`config.mk`:
```
export PLATFORM = sky130hd
export DESIGN_NAME = semaforo_ctrl_flat
export DESIGN_NICKNAME = d
export VERILOG_FILES = /design/src/rtl/semaforo_ctrl_pkg.sv /design/src/rtl/semaforo_ctrl_if.sv /design/src/rtl/semaforo_ctrl_fase_timer.sv /design/src/rtl/semaforo_ctrl.sv /design/src/flat_wrapper.sv
export SDC_FILE = /design/constraint.sdc
export NUM_CORES = 1
export LEC_CHECK = 0
export CAP_MARGIN = 20
export CORE_ASPECT_RATIO = 1.2
export CORE_UTILIZATION = 30
export CTS_CLUSTER_DIAMETER = 100
export CTS_CLUSTER_SIZE = 16
export DETAILED_ROUTE_END_ITERATION = 6
export PLACE_DENSITY_LB_ADDON = 0.08
export SLEW_MARGIN = 20
export SYNTH_ARGS = -nofsm -noshare
export SYNTH_HDL_FRONTEND = slang
export SYNTH_SLANG_ARGS = --single-unit
```
`constraint.sdc`:
```
create_clock -name clock -period 2.1 [get_ports clock]
set_input_delay 0.315 -clock clock [delete_from_list [all_inputs] [get_ports clock]]
set_output_delay 0.315 -clock clock [all_outputs]
set_load 0.02 [all_outputs]
```
`src/rtl/semaforo_ctrl_pkg.sv`:
```
// Shared types, lamp encodings and width helpers for the traffic-light sequencer.
package semaforo_ctrl_pkg;

   typedef enum logic [1:0] {
      S_VERDE,
      S_AMBAR,
      S_ROJO,
      S_INTERMIT
   } fase_e;

   // Car lamps are one-hot {rojo, ambar, verde}
   localparam logic [2:0] COCHE_OFF    = 3'b000;
   localparam logic [2:0] COCHE_VERDE  = 3'b001;
   localparam logic [2:0] COCHE_AMBAR  = 3'b010;
   localparam logic [2:0] COCHE_ROJO   = 3'b100;

   // Pedestrian lamps are one-hot {verde, rojo}
   localparam logic [1:0] PEATON_OFF   = 2'b00;
   localparam logic [1:0] PEATON_ROJO  = 2'b01;
   localparam logic [1:0] PEATON_VERDE = 2'b10;

   // Bits needed to hold 0..value-1, never less than one
   function automatic int unsigned clogb2(input int unsigned value);
      int unsigned res;
      res = 0;
      for (int unsigned v = value - 1; v > 0; v = v >> 1) begin
         res = res + 1;
      end
      return (res == 0) ? 1 : res;
   endfunction

   function automatic int unsigned max_dur(input int unsigned a, input int unsigned b,
                                           input int unsigned c, input int unsigned d);
      int unsigned m;
      m = a;
      if (b > m) m = b;
      if (c > m) m = c;
      if (d > m) m = d;
      return m;
   endfunction

   // Counter width for the default phase lengths
   localparam int unsigned DEF_WIDTH = clogb2(max_dur(20, 5, 4, 16));

endpackage

```
`src/rtl/semaforo_ctrl_if.sv`:
```
// Strobe/request inputs and lamp/status outputs of the sequencer.
interface semaforo_ctrl_if
   import semaforo_ctrl_pkg::*;
#(
   parameter int unsigned WIDTH = DEF_WIDTH
) ();

   logic             tick_en;
   logic             ped_req;
   logic             averia;
   logic [2:0]       luz_coche;
   logic [1:0]       luz_peaton;
   logic             ped_ack;
   logic [WIDTH-1:0] phase_count;
   logic             phase_tc;

   modport master (
      output tick_en, ped_req, averia,
      input  luz_coche, luz_peaton, ped_ack, phase_count, phase_tc
   );

   modport slave (
      input  tick_en, ped_req, averia,
      output luz_coche, luz_peaton, ped_ack, phase_count, phase_tc
   );

endinterface

```
`src/rtl/semaforo_ctrl_fase_timer.sv`:
```
// Modulo phase counter: advances on tick_en, wraps at len-1, clr wins over counting.
module fase_timer
   import semaforo_ctrl_pkg::*;
#(
   parameter int unsigned WIDTH = DEF_WIDTH
) (
   input  logic             clock,
   input  logic             reset,
   input  logic             tick_en,
   input  logic             clr,
   input  logic [WIDTH:0]   len,
   output logic [WIDTH-1:0] count,
   output logic             tc
);

   logic [WIDTH-1:0] count_q, count_d;
   logic             at_end;

   // Next count: clear, wrap at terminal count, or step on the strobe
   always_comb begin
      at_end  = ({1'b0, count_q} == (len - 1'b1));
      count_d = count_q;
      if (clr) begin
         count_d = '0;
      end else if (tick_en) begin
         count_d = at_end ? '0 : count_q + 1'b1;
      end
   end

   // Count register
   always_ff @(posedge clock) begin
      if (reset) begin
         count_q <= '0;
      end else begin
         count_q <= count_d;
      end
   end

   assign count = count_q;
   assign tc    = at_end;

endmodule

```
`src/rtl/semaforo_ctrl.sv`:
```
// Traffic-light sequencer: green/amber/red phases, pedestrian early exit, blinking fault mode.
module semaforo_ctrl
   import semaforo_ctrl_pkg::*;
#(
   parameter int unsigned T_VERDE     = 20,
   parameter int unsigned T_MIN_VERDE = 5,
   parameter int unsigned T_AMBAR     = 4,
   parameter int unsigned T_ROJO      = 16
) (
   input logic            clock,
   input logic            reset,
   semaforo_ctrl_if.slave bus
);

   localparam int unsigned WIDTH = clogb2(max_dur(T_VERDE, T_MIN_VERDE, T_AMBAR, T_ROJO));
   localparam int unsigned LW    = WIDTH + 1;

   localparam logic [WIDTH:0] LEN_VERDE = LW'(T_VERDE);
   localparam logic [WIDTH:0] LEN_MIN   = LW'(T_MIN_VERDE);
   localparam logic [WIDTH:0] LEN_AMBAR = LW'(T_AMBAR);
   localparam logic [WIDTH:0] LEN_ROJO  = LW'(T_ROJO);
   localparam logic [WIDTH:0] MIN_M1    = LW'(T_MIN_VERDE - 1);

   fase_e            state_q, state_d;
   logic             pending_q, pending_d;
   logic             blink_q, blink_d;
   logic             ped_ack_q, ped_ack_d;
   logic [2:0]       luz_coche_q, luz_coche_d;
   logic [1:0]       luz_peaton_q, luz_peaton_d;

   logic [WIDTH:0]   len;
   logic [WIDTH-1:0] count;
   logic             tc;
   logic             clr;
   logic             early_exit;
   logic             phase_end;

   // Phase length seen by the timer; a pending request shortens green
   always_comb begin
      case (state_q)
         S_VERDE: len = pending_q ? LEN_MIN : LEN_VERDE;
         S_AMBAR: len = LEN_AMBAR;
         default: len = LEN_ROJO;
      endcase
   end

   fase_timer #(
      .WIDTH(WIDTH)
   ) u_timer (
      .clock  (clock),
      .reset  (reset),
      .tick_en(bus.tick_en),
      .clr    (clr),
      .len    (len),
      .count  (count),
      .tc     (tc)
   );

   // Next state, request latch, blink and lamp decode of the next state
   always_comb begin
      state_d    = state_q;
      pending_d  = pending_q;
      blink_d    = blink_q;
      ped_ack_d  = 1'b0;
      clr        = 1'b0;
      // A request latched late in green leaves count above the shortened
      // length, so the exit is a >= test rather than the timer's wrap.
      early_exit = (state_q == S_VERDE) && pending_q && ({1'b0, count} >= MIN_M1);
      phase_end  = bus.tick_en && (tc || early_exit);

      if (bus.averia) begin
         state_d   = S_INTERMIT;
         clr       = 1'b1;
         pending_d = 1'b0;
         blink_d   = (state_q == S_INTERMIT) ? (blink_q ^ bus.tick_en) : 1'b1;
      end else if (state_q == S_INTERMIT) begin
         state_d = S_ROJO;
         clr     = 1'b1;
         blink_d = 1'b0;
      end else begin
         if (bus.ped_req && (state_q != S_ROJO)) begin
            pending_d = 1'b1;
         end
         if (phase_end) begin
            clr = 1'b1;
            case (state_q)
               S_VERDE: state_d = S_AMBAR;
               S_AMBAR: begin
                  state_d   = S_ROJO;
                  ped_ack_d = pending_q | bus.ped_req;
                  pending_d = 1'b0;
               end
               default: state_d = S_VERDE;
            endcase
         end
      end

      case (state_d)
         S_VERDE: begin
            luz_coche_d  = COCHE_VERDE;
            luz_peaton_d = PEATON_ROJO;
         end
         S_AMBAR: begin
            luz_coche_d  = COCHE_AMBAR;
            luz_peaton_d = PEATON_ROJO;
         end
         S_ROJO: begin
            luz_coche_d  = COCHE_ROJO;
            luz_peaton_d = PEATON_VERDE;
         end
         default: begin
            luz_coche_d  = blink_d ? COCHE_AMBAR : COCHE_OFF;
            luz_peaton_d = PEATON_OFF;
         end
      endcase
   end

   // FSM and registered lamp outputs
   always_ff @(posedge clock) begin
      if (reset) begin
         state_q      <= S_VERDE;
         pending_q    <= 1'b0;
         blink_q      <= 1'b0;
         ped_ack_q    <= 1'b0;
         luz_coche_q  <= COCHE_VERDE;
         luz_peaton_q <= PEATON_ROJO;
      end else begin
         state_q      <= state_d;
         pending_q    <= pending_d;
         blink_q      <= blink_d;
         ped_ack_q    <= ped_ack_d;
         luz_coche_q  <= luz_coche_d;
         luz_peaton_q <= luz_peaton_d;
      end
   end

   assign bus.luz_coche   = luz_coche_q;
   assign bus.luz_peaton  = luz_peaton_q;
   assign bus.ped_ack     = ped_ack_q;
   assign bus.phase_count = count;
   assign bus.phase_tc    = tc && (state_q != S_INTERMIT);

endmodule

```
`src/flat_wrapper.sv`:
```
// flat-port wrapper written by rule: the top's interface ports become plain ports
module semaforo_ctrl_flat import semaforo_ctrl_pkg::*;
#(
   parameter int unsigned T_VERDE     = 20,
   parameter int unsigned T_MIN_VERDE = 5,
   parameter int unsigned T_AMBAR     = 4,
   parameter int unsigned T_ROJO      = 16
)
  (clock, reset, bus_tick_en, bus_ped_req, bus_averia, bus_luz_coche, bus_luz_peaton, bus_ped_ack, bus_phase_count, bus_phase_tc);
  semaforo_ctrl_if bus_i ();
  input logic clock;
  input logic reset;
  input wire logic [$bits(bus_i.tick_en)-1:0] bus_tick_en;
  input wire logic [$bits(bus_i.ped_req)-1:0] bus_ped_req;
  input wire logic [$bits(bus_i.averia)-1:0] bus_averia;
  output wire logic [$bits(bus_i.luz_coche)-1:0] bus_luz_coche;
  output wire logic [$bits(bus_i.luz_peaton)-1:0] bus_luz_peaton;
  output wire logic [$bits(bus_i.ped_ack)-1:0] bus_ped_ack;
  output wire logic [$bits(bus_i.phase_count)-1:0] bus_phase_count;
  output wire logic [$bits(bus_i.phase_tc)-1:0] bus_phase_tc;
  assign bus_i.tick_en = bus_tick_en;
  assign bus_i.ped_req = bus_ped_req;
  assign bus_i.averia = bus_averia;
  assign bus_luz_coche = bus_i.luz_coche;
  assign bus_luz_peaton = bus_i.luz_peaton;
  assign bus_ped_ack = bus_i.ped_ack;
  assign bus_phase_count = bus_i.phase_count;
  assign bus_phase_tc = bus_i.phase_tc;
  semaforo_ctrl #(.T_VERDE(T_VERDE), .T_MIN_VERDE(T_MIN_VERDE), .T_AMBAR(T_AMBAR), .T_ROJO(T_ROJO)) u_core (.clock(clock), .reset(reset), .bus(bus_i));
endmodule
```
==> out/summary.md, run 1 <==
The internal reg-to-reg setup slack was 0.08 ns. Synthesis produced a netlist with a net count of 93. The number of cells in the finished layout apart from fillers was 149; the placer congestion estimate was 0.758.

The run gives 0.0193 as the met3 track demand over resource in global routing. The filler cells instantiated in the layout total 235. The I/O pin total is 17, and the max-cap violation count is 0.

Detailed placement finished with a half-perimeter wire length of 1430 um. The tools report the initial antenna violation count as 0. Detailed-route wire length per cell: 12.5 um. The cell area that synthesis handed to floorplanning was 743 um2.

The largest net degree at the start of global routing is 12. The total number of H-tree levels came out at 1. The height of the die is 56.5 um.

The post-layout minimum cycle time works out to 2.02 ns. In the final design database the tool counted 127 nets. For the pin with the worst max-slew slack, the measured transition is 0.468 ns.

After layout, the design draws a total of 548 uW. Residual overflow from global routing: 0. Kind of capture point of the worst setup path: a flip-flop. IR analysis of the VDD net gives a maximum drop of 374 uV. Counting distinct cell types in the post-synthesis netlist gives 36. The growth of design area from synthesis to finish was 44.1%; the number of failing setup endpoints in the final timing report was 0. For this run, the number of Yosys warnings is 0. In this run the static leakage power is 0.000422 uW. In the final timing run, aggregate negative setup slack is 0 ns. The tools report the worst setup path startpoint as u_core.state_q[0].

The via count of the first global-routing pass is 668. The worst register-to-register path ends at u_core.pending_q. The number of sinks driven by the clock tree was 14; the first-pass GRT wire length was 2940 um. Clock latency reported for the late side of the worst-skew pair: 0.27 ns. Data arrives at the worst endpoint at 2.18 ns. Counting cells, the worst reg-to-reg path comes to 6. The ratio of total power to cell area was 512 nW/um2. Cell taking the most area after synthesis: sky130_fd_sc_hd__dfxtp_1.

The number of storage elements in the synthesis netlist was 14. The tools report the total inserted antenna cells as 0. TritonCTS built the clock tree. The effective utilization at floorplan is 0.322.

In this run the tool buffered the top-level ports with 16 buffer cells. In this run the worst path has a maximum fanout of 5. Synthesis produced a netlist whose cell count is 86.

The layer with the highest usage is met2. The first-pass detailed-route iteration total was 3; the final design utilization was 0.464. For the final database, setup skew stands at 0.00210 ns. The final clock period utilization by the worst path is 0.960, and the number of cell rows is 19. The logs give 0.233 for the met2 track demand over resource and 0 for the hold violation total from the final report. The startpoint identified for the worst register-to-register timing path is u_core.state_q[0]. Walking the worst path, the cells encountered are or4b_1 > a21boi_2 > o32ai_2 > buf_4 > or3_4 > o221a_1. In the routed layout, each cell is associated on average with a via count of 4.94.

Hold repair after CTS inserted 0 buffers. The floorplan step defined a core boundary enclosing 2310 um2. The ratio of cells with drive above 1 in the final layout came out at 0.229. Setup repair after global routing left no endpoint under its margin.

In this run the remaining antenna-violating nets after routing total 0. The fraction of synthesized cell area taken by the top area cell type works out to 0.377. The clock passes through at most 2 buffers.

The worst hold path class is reg2reg. Derived from the worst setup path, the maximum achievable clock frequency is 0.496 GHz. The run gives 736 as the total via count after detailed routing. The worst setup path is launched from a flip-flop.

The die covers 2680 um2. The tools report the library cell used as clock root buffer as sky130_fd_sc_hd__clkbuf_4. The run gives 0.152 as the overall global routing resource usage. In this run the horizontal extent of the chip is 47.4 um. Max-slew headroom at the worst pin: 0.684. The most critical setup path has its endpoint at u_core.pending_q. The critical path is of the reg2reg type. Clock tree synthesis inserted a total of 3 buffers.

The number of slew-limit violations in the final report is 0, and the post-synthesis sequential area ratio is 0.377. Data on the critical path is required at its endpoint by 2.26 ns. The run gives 1870 um as the total length of routed wires. Ranked by total cell area, the synthesized netlist is headed by sky130_fd_sc_hd__dfxtp_1 38%, sky130_fd_sc_hd__nor3_1 6.1%, sky130_fd_sc_hd__xor2_1 4.7%. The sequential cells in the finished layout cover a total of 282 um2. The multi-input combinational cells in the finished layout cover a total of 420 um2. Averaged over all synthesized cells, the footprint is 8.64 um2. Number of remaining DRC errors: 0. Once placement completed, the tool counted placed cells totaling 146.

The highest cell delay on the worst timing path works out to 0.52 ns. For this block, the initial DRC count from the detailed router was 8. The cell with the biggest individual delay on the critical path is sky130_fd_sc_hd__or4b_1. The run finished with clean final reports. The met1 routing resource usage after global routing is 0.202, and the clock slew seen by the registers of the worst setup and hold paths is 0.08 ns.
==> power breakdown <==
| group | switching, uW | leakage [uW] | internal (uW) |
|---|---|---|---|
| Combinational | 57.4 | 0.000293 | 55.7 |
| Sequential | 8.30 | 0.000115 | 278 |
| Clock | 82.3 | 0.0000138 | 66.3 |
==> synthesized netlist by cell type <==
library cell	instances
sky130_fd_sc_hd__a2111oi_2	1
sky130_fd_sc_hd__a211oi_1	1
sky130_fd_sc_hd__a21boi_1	1
sky130_fd_sc_hd__a21boi_2	1
sky130_fd_sc_hd__a21oi_1	3
sky130_fd_sc_hd__a221o_1	1
sky130_fd_sc_hd__a31o_1	1
sky130_fd_sc_hd__a31oi_1	2
sky130_fd_sc_hd__and4_1	2
sky130_fd_sc_hd__buf_2	1
sky130_fd_sc_hd__buf_4	1
sky130_fd_sc_hd__clkbuf_1	2
sky130_fd_sc_hd__dfxtp_1	14
sky130_fd_sc_hd__ha_1	2
sky130_fd_sc_hd__inv_1	5
sky130_fd_sc_hd__inv_2	1
sky130_fd_sc_hd__mux2i_1	1
sky130_fd_sc_hd__nand2_1	9
sky130_fd_sc_hd__nand3_1	2
sky130_fd_sc_hd__nand4_1	2
sky130_fd_sc_hd__nand4b_1	1
sky130_fd_sc_hd__nor2_1	5
sky130_fd_sc_hd__nor2b_1	1
sky130_fd_sc_hd__nor3_1	9
sky130_fd_sc_hd__nor4_1	1
sky130_fd_sc_hd__o21ai_0	3
sky130_fd_sc_hd__o21bai_1	1
sky130_fd_sc_hd__o221a_1	1
sky130_fd_sc_hd__o221ai_1	1
sky130_fd_sc_hd__o22ai_1	1
sky130_fd_sc_hd__o311ai_0	1
sky130_fd_sc_hd__o32ai_2	1
sky130_fd_sc_hd__or3_4	1
sky130_fd_sc_hd__or4b_1	1
sky130_fd_sc_hd__xnor2_1	1
sky130_fd_sc_hd__xor2_1	4
==> cell families (layout without fill, tap and decap cells) <==
| kind of cell | count (synthesis) | in the layout | synth area share |
|---|---|---|---|
| adders and majority gates | 2 | 2 | 0.0337 |
| DFF | 14 | 14 | 0.377 |
| xor gates and xnor gates | 5 | 5 | 0.0589 |
| muxes | 1 | 1 | 0.0135 |
| and+or+nand+nor | 34 | 34 | 0.242 |
| AOI/OAI and AO/OA | 20 | 20 | 0.217 |
| buffers and inverters | 10 | 42 | 0.0572 |
==> flip-flops by register name, indices dropped and copies added (netlist names) <==
| name | cells |
|---|---|
| u_core.state_q | 2 |
| u_core.u_timer.count | 5 |
| u_core.bus.luz_coche | 2 |
| u_core.bus.ped_ack | 1 |
| u_core.pending_q | 1 |
| u_core.blink_q | 1 |
| u_core.bus.luz_peaton | 2 |
==> worst min-delay path by stage <==
stage	start	to	slack (ns)	cells past startpoint
CTS	u_core.state_q[1]	u_core.bus.ped_ack	0.59	2
detailed placement	u_core.state_q[1]	u_core.bus.ped_ack	0.58	2
floorplan	reset	u_core.blink_q	0.38	1
global placement	u_core.state_q[1]	u_core.bus.ped_ack	0.58	2
global route	u_core.state_q[1]	u_core.bus.ped_ack	0.61	2
finish	u_core.blink_q	u_core.blink_q	0.59	2
==> through the flow <==
stage	hold WS, ns	area (um2)	setup WS (ns)
final	0.591	1070	0.0835
after floorplan	0.384	743	0.150
after global routing	0.613	1070	0.00431
after CTS	0.589	1070	0.0553
after detailed placement	0.580	1050	-0.0747
after global placement	0.580	1050	-0.0504
==> layer usage <==
layer,share of wire,wire length (um),vias up
met4,0.0064,12,0
met3,0.028,53,2
li1,-,-,378
met5,0,0,-
met2,0.48,898,10
met1,0.48,901,346
==> cells in the final DEF (no fill, tap or decap), types with 2 or more instances in the layout <==
| master | instances |
|---|---|
| sky130_fd_sc_hd__xor2_1 | 4 |
| sky130_fd_sc_hd__dfxtp_1 | 13 |
| sky130_fd_sc_hd__nand3_1 | 2 |
| sky130_fd_sc_hd__clkdlybuf4s50_1 | 15 |
| sky130_fd_sc_hd__nand2_1 | 9 |
| sky130_fd_sc_hd__o21ai_0 | 3 |
| sky130_fd_sc_hd__clkbuf_4 | 3 |
| sky130_fd_sc_hd__nor3_1 | 9 |
| sky130_fd_sc_hd__a31oi_1 | 2 |
| sky130_fd_sc_hd__nor2_1 | 5 |
| sky130_fd_sc_hd__a21oi_1 | 3 |
| sky130_fd_sc_hd__ha_1 | 2 |
| sky130_fd_sc_hd__and4_1 | 2 |
| sky130_fd_sc_hd__buf_4 | 18 |
| sky130_fd_sc_hd__inv_1 | 5 |
| sky130_fd_sc_hd__nand4_1 | 2 |
==> timing repair <==
action / CTS / global route
endpoints found under the hold margin: 0 / 0
buffers inserted: 0 / 0
endpoints found under the setup margin: 1 / 3
gates resized for setup: 4 / 2
==> cell type report <==
type / instances / area share
Multi-Input combinational cell: 62 / 0.393
Inverter: 6 / 0.0210
Clock buffer: 3 / 0.0210
Tap cell: 31 / 0.0362
Timing Repair Buffer: 33 / 0.266
Sequential cell: 14 / 0.263
==> critical path: cells and delay by family (launching register included) <==
family | cells | cell delay [ns]
buffers and inverters | 1 | 0.18
AOI/OAI and AO/OA | 3 | 0.50
DFF | 1 | 0.35
and+or+nand+nor | 2 | 0.88
(Power assumes the default switching activity.)
==> run 2: changes to the inputs <==
- GPL_TIMING_DRIVEN: unset -> 1
==> results of run 2 <==
Final layout, timing and power as in run 1 (identical DEF).
==> run 3: changes to the inputs <==
- CTS_CLUSTER_SIZE: 16 -> unset
==> results of run 3 <==
Final layout, timing and power as in run 1 (identical DEF).
